**config.mk**
```make
export PLATFORM = sky130hd
export DESIGN_NAME = x_300_mod_997_loader
export DESIGN_NICKNAME = d
export VERILOG_FILES = /design/src/rtl/x_300_mod_997_loader.sv
export SDC_FILE = /design/constraint.sdc
export NUM_CORES = 2
export LEC_CHECK = 0
export BUFFER_PORTS_ARGS = -buffer_cell sky130_fd_sc_hd__buf_2
export CAP_MARGIN = 40
export CORE_MARGIN = 8
export CORE_UTILIZATION = 35
export DETAILED_ROUTE_END_ITERATION = 10
export GPL_TIMING_DRIVEN = 0
export PLACE_DENSITY = 0.51
export RECOVER_POWER = 50
export SYNTH_ARGS = -nofsm -noshare
export SYNTH_HDL_FRONTEND = slang
export SYNTH_SLANG_ARGS = --single-unit
```
**constraint.sdc**
```tcl
create_clock -name clk -period 474.6 [get_ports clk]
set_clock_uncertainty 0.1 [all_clocks]
set_input_delay 118.65 -clock clk [delete_from_list [all_inputs] [get_ports clk]]
set_output_delay 118.65 -clock clk [all_outputs]
set_load 0.05 [all_outputs]
```
**src/rtl/x_300_mod_997_loader.sv**
```systemverilog
// x_300_mod_997_loader: frames 30 ten-bit beats into a 300-bit operand,
// reduces it mod 997 and hands the residue out over valid/ready.
//
// Ports (loader):
//   clk       : rising-edge clock
//   rst       : synchronous reset, active-high
//   in_data   : 10-bit operand beat, beat 0 is the least significant
//   in_valid  : in_data valid
//   in_last   : final beat of an operand
//   in_ready  : a beat is accepted when in_valid && in_ready
//   out_r     : X mod 997 (0..996)
//   out_valid : out_r valid, held until out_ready
//   out_ready : consumer takes out_r when out_valid && out_ready
//   err       : one-cycle pulse on a framing error
//
// Ports (core x_300_mod_997):
//   i_x : 300-bit operand
//   o_r : i_x mod 997, combinational

module x_300_mod_997 (
  input  logic [299:0] i_x,
  output logic [9:0]   o_r
);

  // Horner over 10-bit digits from the top.
  // 1024 == 27 (mod 997), so r*1024 + d folds
  // to r*27 + d (<= 27915), then one more
  // fold of the upper bits by 27 (<= 1752)
  // and a single conditional subtract.
  function automatic logic [9:0] step(
    input logic [9:0] r,
    input logic [9:0] d
  );
    logic [14:0] t;
    logic [10:0] u;
    t = 15'(r) * 15'd27 + 15'(d);
    u = 11'(t[14:10]) * 11'd27
      + 11'(t[9:0]);
    if (u >= 11'd997) u = u - 11'd997;
    return u[9:0];
  endfunction

  logic [9:0] w_acc;

  always_comb begin
    w_acc = '0;
    for (int i = 29; i >= 0; i--) begin
      w_acc = step(w_acc, i_x[i*10 +: 10]);
    end
  end

  assign o_r = w_acc;

endmodule

module x_300_mod_997_loader #(
  parameter int BEAT_W  = 10,
  parameter int N_BEATS = 30
) (
  input  logic              clk,
  input  logic              rst,
  input  logic [BEAT_W-1:0] in_data,
  input  logic              in_valid,
  input  logic              in_last,
  output logic              in_ready,
  output logic [9:0]        out_r,
  output logic              out_valid,
  input  logic              out_ready,
  output logic              err
);

  localparam int XW = BEAT_W * N_BEATS;
  localparam logic [4:0] LAST_CNT =
    5'(N_BEATS - 1);

  typedef enum logic [1:0] {
    S_LOAD,
    S_CALC,
    S_HOLD
  } state_t;

  state_t          r_state;
  state_t          w_state;
  logic [4:0]      r_cnt;
  logic [4:0]      w_cnt;
  logic [XW-1:0]   r_shift;
  logic [XW-1:0]   w_shift;
  logic [9:0]      r_out;
  logic [9:0]      w_out;
  logic            r_valid;
  logic            w_valid;
  logic            r_err;
  logic            w_err;
  logic [9:0]      w_core;

  x_300_mod_997 u_core (
    .i_x (r_shift),
    .o_r (w_core)
  );

  always_ff @(posedge clk) begin
    if (rst) begin
      r_state <= S_LOAD;
      r_cnt   <= '0;
      r_shift <= '0;
      r_out   <= '0;
      r_valid <= 1'b0;
      r_err   <= 1'b0;
    end else begin
      r_state <= w_state;
      r_cnt   <= w_cnt;
      r_shift <= w_shift;
      r_out   <= w_out;
      r_valid <= w_valid;
      r_err   <= w_err;
    end
  end

  always_comb begin
    w_state = r_state;
    w_cnt   = r_cnt;
    w_shift = r_shift;
    w_out   = r_out;
    w_valid = r_valid;
    w_err   = 1'b0;
    unique case (r_state)
      S_LOAD: begin
        if (in_valid) begin
          // New beats enter at the top so
          // beat 0 ends up least significant.
          w_shift = {in_data,
                     r_shift[XW-1:BEAT_W]};
          if (r_cnt == LAST_CNT) begin
            w_cnt = '0;
            if (in_last) w_state = S_CALC;
            else         w_err   = 1'b1;
          end else if (in_last) begin
            w_cnt = '0;
            w_err = 1'b1;
          end else begin
            w_cnt = r_cnt + 5'd1;
          end
        end
      end
      S_CALC: begin
        w_out   = w_core;
        w_valid = 1'b1;
        w_state = S_HOLD;
      end
      S_HOLD: begin
        if (out_ready) begin
          w_valid = 1'b0;
          w_cnt   = '0;
          w_state = S_LOAD;
        end
      end
      default: begin
        w_state = S_LOAD;
      end
    endcase
  end

  assign in_ready  = (r_state == S_LOAD);
  assign out_r     = r_out;
  assign out_valid = r_valid;
  assign err       = r_err;

endmodule

```
==> impl_metrics.prom <==
# TYPE chip_impl_metric gauge
chip_impl_metric{name="synth.yosys.warnings",unit=""} 0
chip_impl_metric{name="filler_cell_count",unit=""} 24900
chip_impl_metric{name="grt_max_degree",unit=""} 13
chip_impl_metric{name="layout-area-overhead-vs-synth",unit="%"} 6.71
chip_impl_metric{name="crit_arrival",unit="ns"} 225.47
chip_impl_metric{name="die-area",unit="sq mm"} 0.257
chip_impl_metric{name="postRouteAntennaNets",unit=""} 0
chip_impl_metric{name="floorplan.initialDensity",unit="%"} 35.1
chip_impl_metric{name="htree_num_levels",unit=""} 2
chip_impl_metric{name="vias",unit=""} 63300
chip_impl_metric{name="timing_hold_violations_final",unit=""} 0
chip_impl_info{name="yosys-top-cells-area",value="sky130_fd_sc_hd__ha_1 (25%), sky130_fd_sc_hd__fa_1 (22%), sky130_fd_sc_hd__inv_1 (8.4%), sky130_fd_sc_hd__dfxtp_1 (7.6%), sky130_fd_sc_hd__xnor2_1 (6.6%)"} 1
chip_impl_metric{name="post-cts-setup-buffers",unit=""} 0
chip_impl_metric{name="timing.fmax",unit="GHz"} 0.00444
chip_impl_metric{name="cts_buf_count",unit=""} 41
chip_impl_info{name="postSynth.topFlopCell",value="sky130_fd_sc_hd__dfxtp_1"} 1
chip_impl_info{name="min-delay-path-class",value="flop to flop"} 1
chip_impl_metric{name="totalWireLength",unit="um"} 181000
chip_impl_info{name="regToRegStartpoint",value="r_shift[299]"} 1
chip_impl_metric{name="fin_worst_hold_slack",unit="ns"} 0.357
chip_impl_metric{name="hpwl",unit="um"} 162000
chip_impl_metric{name="synth_top_area_share",unit="%"} 25.0
chip_impl_metric{name="grtUsageMet1",unit="%"} 19.2
chip_impl_metric{name="grt_antenna_before_repair",unit=""} 2
chip_impl_metric{name="cp.required",unit="ns"} 475.01
chip_impl_info{name="tritoncts_clock_tree",value="done"} 1
chip_impl_info{name="grt_setup_unrepaired",value="false"} 1
chip_impl_metric{name="rrSetupSlack",unit="ns"} 249.54
chip_impl_metric{name="timing_max_transition_violations_final",unit=""} 0
chip_impl_metric{name="drtIter0Drc",unit=""} 2345
chip_impl_info{name="crit-reg2reg-capture",value="out_r[3]"} 1
chip_impl_metric{name="post_cts.resized_instances",unit=""} 0
chip_impl_info{name="critPathCaptureType",value="flop"} 1
chip_impl_metric{name="fin_nets",unit=""} 12600
chip_impl_info{name="path_common_cell",value="sky130_fd_sc_hd__fa_1"} 1
chip_impl_metric{name="synth_enable_flop_cells",unit=""} 0
chip_impl_metric{name="cts.reportedPaths.clkPinSlew",unit="ns"} 0.06
chip_impl_metric{name="mappedNetlistArea",unit="sq mm"} 0.0843
chip_impl_metric{name="totalNegativeSetupSlack",unit="ns"} 0
chip_impl_metric{name="cp_slowest_stage_delay",unit="ns"} 0.80
chip_impl_metric{name="max-slew-margin-rel",unit="%"} 36.7
chip_impl_metric{name="vias_per_cell",unit=""} 4.79
chip_impl_metric{name="groute.layer.met3.usage",unit="%"} 1.34
chip_impl_metric{name="post_route_cells_drive_above_1_share",unit="%"} 2.38
chip_impl_info{name="startpoint",value="r_shift[299]"} 1
chip_impl_metric{name="port_buffers",unit=""} 26
chip_impl_metric{name="global_route.usage.met2",unit="%"} 24.9
chip_impl_metric{name="tightestPinTransition",unit="ns"} 0.949
chip_impl_metric{name="routed_wire_length_per_instance",unit="um"} 13.7
chip_impl_metric{name="ys_seq_elements",unit=""} 319
chip_impl_metric{name="num_rows",unit=""} 180
chip_impl_metric{name="drt_pass1_iterations",unit=""} 6
chip_impl_metric{name="final_setup_violation_count",unit=""} 0
chip_impl_metric{name="placed_cell_area",unit="sq mm"} 0.0886
chip_impl_metric{name="synthesis.nets",unit=""} 12500
chip_impl_metric{name="gp_routability_congestion",unit=""} 0.819
chip_impl_info{name="critical_path.endpoint",value="out_r[3]"} 1
chip_impl_metric{name="utilization",unit="%"} 37.5
chip_impl_info{name="master_of_the_slowest_instance_on_the_critical_path",value="sky130_fd_sc_hd__o32ai_1"} 1
chip_impl_info{name="startpoint_type",value="flop"} 1
chip_impl_info{name="run_status",value="finished clean"} 1
chip_impl_metric{name="maxCapViolCount",unit=""} 0
chip_impl_metric{name="worst_skew_pair.late_latency",unit="ns"} 0.60
chip_impl_metric{name="stdcell_area",unit="sq mm"} 0.0900
chip_impl_metric{name="io_pins",unit=""} 28
chip_impl_metric{name="postSynthAreaPerCell",unit="sq um"} 8.51
chip_impl_metric{name="async_reset_ff_share",unit="%"} 0
chip_impl_metric{name="max-clock-path-buffers",unit=""} 3
chip_impl_metric{name="reg2regPathDepth",unit=""} 753
chip_impl_info{name="setup.worst_path.class",value="flop to flop"} 1
chip_impl_metric{name="cts_hold_repair.buffers",unit=""} 0
chip_impl_info{name="globalRoute.busiestLayer",value="met2"} 1
chip_impl_metric{name="grt_pass1_wl",unit="um"} 315000
chip_impl_info{name="netlist.top_cell.by_area",value="sky130_fd_sc_hd__ha_1"} 1
chip_impl_metric{name="netlist_instances",unit=""} 9913
chip_impl_metric{name="globalRouteOverflowTotal",unit=""} 0
chip_impl_metric{name="cp_max_fo",unit=""} 10
chip_impl_metric{name="track_usage",unit="%"} 14.2
chip_impl_info{name="clockRootBuffer",value="sky130_fd_sc_hd__clkbuf_16"} 1
chip_impl_metric{name="netlist-cell-type-count",unit=""} 90
chip_impl_metric{name="min_period_over_period",unit="%"} 47.4
chip_impl_metric{name="synth.yosys.seq_area_share",unit="%"} 7.57
chip_impl_metric{name="first_global_vias",unit=""} 65500
chip_impl_metric{name="dieHeight",unit="um"} 507
chip_impl_metric{name="cts_sinks",unit=""} 319
chip_impl_metric{name="design.core.area",unit="sq mm"} 0.240
chip_impl_metric{name="dieWidth",unit="um"} 507
chip_impl_metric{name="drt_drc_violations_left",unit=""} 0
chip_impl_metric{name="fin_crit",unit="ns"} 225.06
[per-layer routing]
layer / share of wire (%) / wire length, um
met5: 0.0072 / 13
met4: 1.6 / 2810
met3: 2.1 / 3830
met2: 47 / 85400
met1: 49 / 88900
[worst min-delay path by stage]
| stage | startpoint | cells past startpoint | to |
|---|---|---|---|
| 6_report | r_shift[7] | 2 | r_shift[7] |
| 5_1_grt | r_shift[7] | 2 | r_shift[7] |
| 4_1_cts | r_shift[7] | 2 | r_shift[7] |
| 3_5_place_dp | r_shift[7] | 2 | r_shift[7] |
| 3_3_place_gp | r_shift[4] | 2 | r_shift[4] |
| 2_1_floorplan | r_shift[4] | 2 | r_shift[4] |
[Yosys cell counts (12+ instances only)]
| cell | count |
|---|---|
| sky130_fd_sc_hd__a2111oi_0 | 25 |
| sky130_fd_sc_hd__a211o_1 | 18 |
| sky130_fd_sc_hd__a211oi_1 | 80 |
| sky130_fd_sc_hd__a21boi_0 | 46 |
| sky130_fd_sc_hd__a21o_1 | 145 |
| sky130_fd_sc_hd__a21oi_1 | 646 |
| sky130_fd_sc_hd__a22oi_1 | 14 |
| sky130_fd_sc_hd__a31oi_1 | 24 |
| sky130_fd_sc_hd__and2_1 | 35 |
| sky130_fd_sc_hd__and3_1 | 57 |
| sky130_fd_sc_hd__clkbuf_1 | 139 |
| sky130_fd_sc_hd__dfxtp_1 | 319 |
| sky130_fd_sc_hd__fa_1 | 929 |
| sky130_fd_sc_hd__ha_1 | 1683 |
| sky130_fd_sc_hd__inv_1 | 1885 |
| sky130_fd_sc_hd__mux2_2 | 26 |
| sky130_fd_sc_hd__mux2i_1 | 28 |
| sky130_fd_sc_hd__nand2_1 | 867 |
| sky130_fd_sc_hd__nand2b_1 | 43 |
| sky130_fd_sc_hd__nand3_1 | 108 |
| sky130_fd_sc_hd__nand3b_1 | 29 |
| sky130_fd_sc_hd__nand4_1 | 17 |
| sky130_fd_sc_hd__nor2_1 | 452 |
| sky130_fd_sc_hd__nor2b_1 | 103 |
| sky130_fd_sc_hd__nor3_1 | 166 |
| sky130_fd_sc_hd__nor3b_1 | 29 |
| sky130_fd_sc_hd__nor4_1 | 27 |
| sky130_fd_sc_hd__o2111ai_1 | 15 |
| sky130_fd_sc_hd__o211ai_1 | 27 |
| sky130_fd_sc_hd__o21a_1 | 128 |
| sky130_fd_sc_hd__o21ai_0 | 322 |
| sky130_fd_sc_hd__o21bai_1 | 29 |
| sky130_fd_sc_hd__o311a_1 | 12 |
| sky130_fd_sc_hd__o31a_1 | 38 |
| sky130_fd_sc_hd__o31ai_1 | 12 |
| sky130_fd_sc_hd__o32a_1 | 14 |
| sky130_fd_sc_hd__o41ai_1 | 34 |
| sky130_fd_sc_hd__or2_2 | 68 |
| sky130_fd_sc_hd__or3_1 | 43 |
| sky130_fd_sc_hd__xnor2_1 | 635 |
| sky130_fd_sc_hd__xor2_1 | 455 |
[flip-flops by register name, indices dropped and copies added (netlist names)]
register and cells:
r_cnt 5, r_state 2, out_valid 1, r_shift 300
out_r 10, err 1
[kinds of logic after synthesis]
| kind of cell | synth area share, % |
|---|---|
| compound gates | 12.9 |
| xor+xnor | 11.3 |
| fa+ha+maj | 47.0 |
| buf+inv | 9.05 |
| flops | 7.57 |
| mux | 0.680 |
| simple gates | 11.5 |
[worst max-delay path, delay by kind of cell, from the launching register on]
kind	cells	cell delay, ns
AOI/OAI and AO/OA	266	79.11
muxes	1	0.24
adders and majority gates	308	128.94
xor gates and xnor gates	76	24.57
buffers and inverters	155	11.90
and+or+nand+nor	138	36.53
DFF	1	0.61
[final cells by class]
type                       instances  area (sq um)  area share [%]
antenna                            1          2.50         0.00278
inverter                        1885          7080            7.86
buffer                           146           554           0.616
clock buffer                      53          1140            1.27
clock inverter                    19           254           0.282
timing repair buffer              40           273           0.303
sequential                       319          6390            7.10
tap                             3185          3990            4.43
multi-input combinational       7563         70300            78.1
[per-stage QoR]
step           setup WS (ns)  cells
6_report              249.54  13200
5_1_grt               233.87  13200
4_1_cts               248.63  13200
3_5_place_dp          249.47  13100
3_3_place_gp          250.61  13100
2_1_floorplan         275.19   9913
[cell usage in the layout, fill, tap and decap left out, types with 28 or more instances in the layout]
cell type,count
sky130_fd_sc_hd__a211oi_1,80
sky130_fd_sc_hd__a21boi_0,46
sky130_fd_sc_hd__a21o_1,145
sky130_fd_sc_hd__a21oi_1,646
sky130_fd_sc_hd__and2_1,35
sky130_fd_sc_hd__and3_1,57
sky130_fd_sc_hd__clkbuf_1,147
sky130_fd_sc_hd__clkbuf_16,41
sky130_fd_sc_hd__dfxtp_1,319
sky130_fd_sc_hd__fa_1,929
sky130_fd_sc_hd__ha_1,1683
sky130_fd_sc_hd__inv_1,1885
sky130_fd_sc_hd__mux2i_1,28
sky130_fd_sc_hd__nand2_1,867
sky130_fd_sc_hd__nand2b_1,43
sky130_fd_sc_hd__nand3_1,108
sky130_fd_sc_hd__nand3b_1,29
sky130_fd_sc_hd__nor2_1,452
sky130_fd_sc_hd__nor2b_1,103
sky130_fd_sc_hd__nor3_1,166
sky130_fd_sc_hd__nor3b_1,29
sky130_fd_sc_hd__o21a_1,128
sky130_fd_sc_hd__o21ai_0,322
sky130_fd_sc_hd__o21bai_1,29
sky130_fd_sc_hd__o31a_1,38
sky130_fd_sc_hd__o41ai_1,34
sky130_fd_sc_hd__or2_2,68
sky130_fd_sc_hd__or3_1,43
sky130_fd_sc_hd__xnor2_1,635
sky130_fd_sc_hd__xor2_1,455
Power is not shown: default switching activity piles up to over one toggle a cycle in this logic, so the estimate is an artifact.
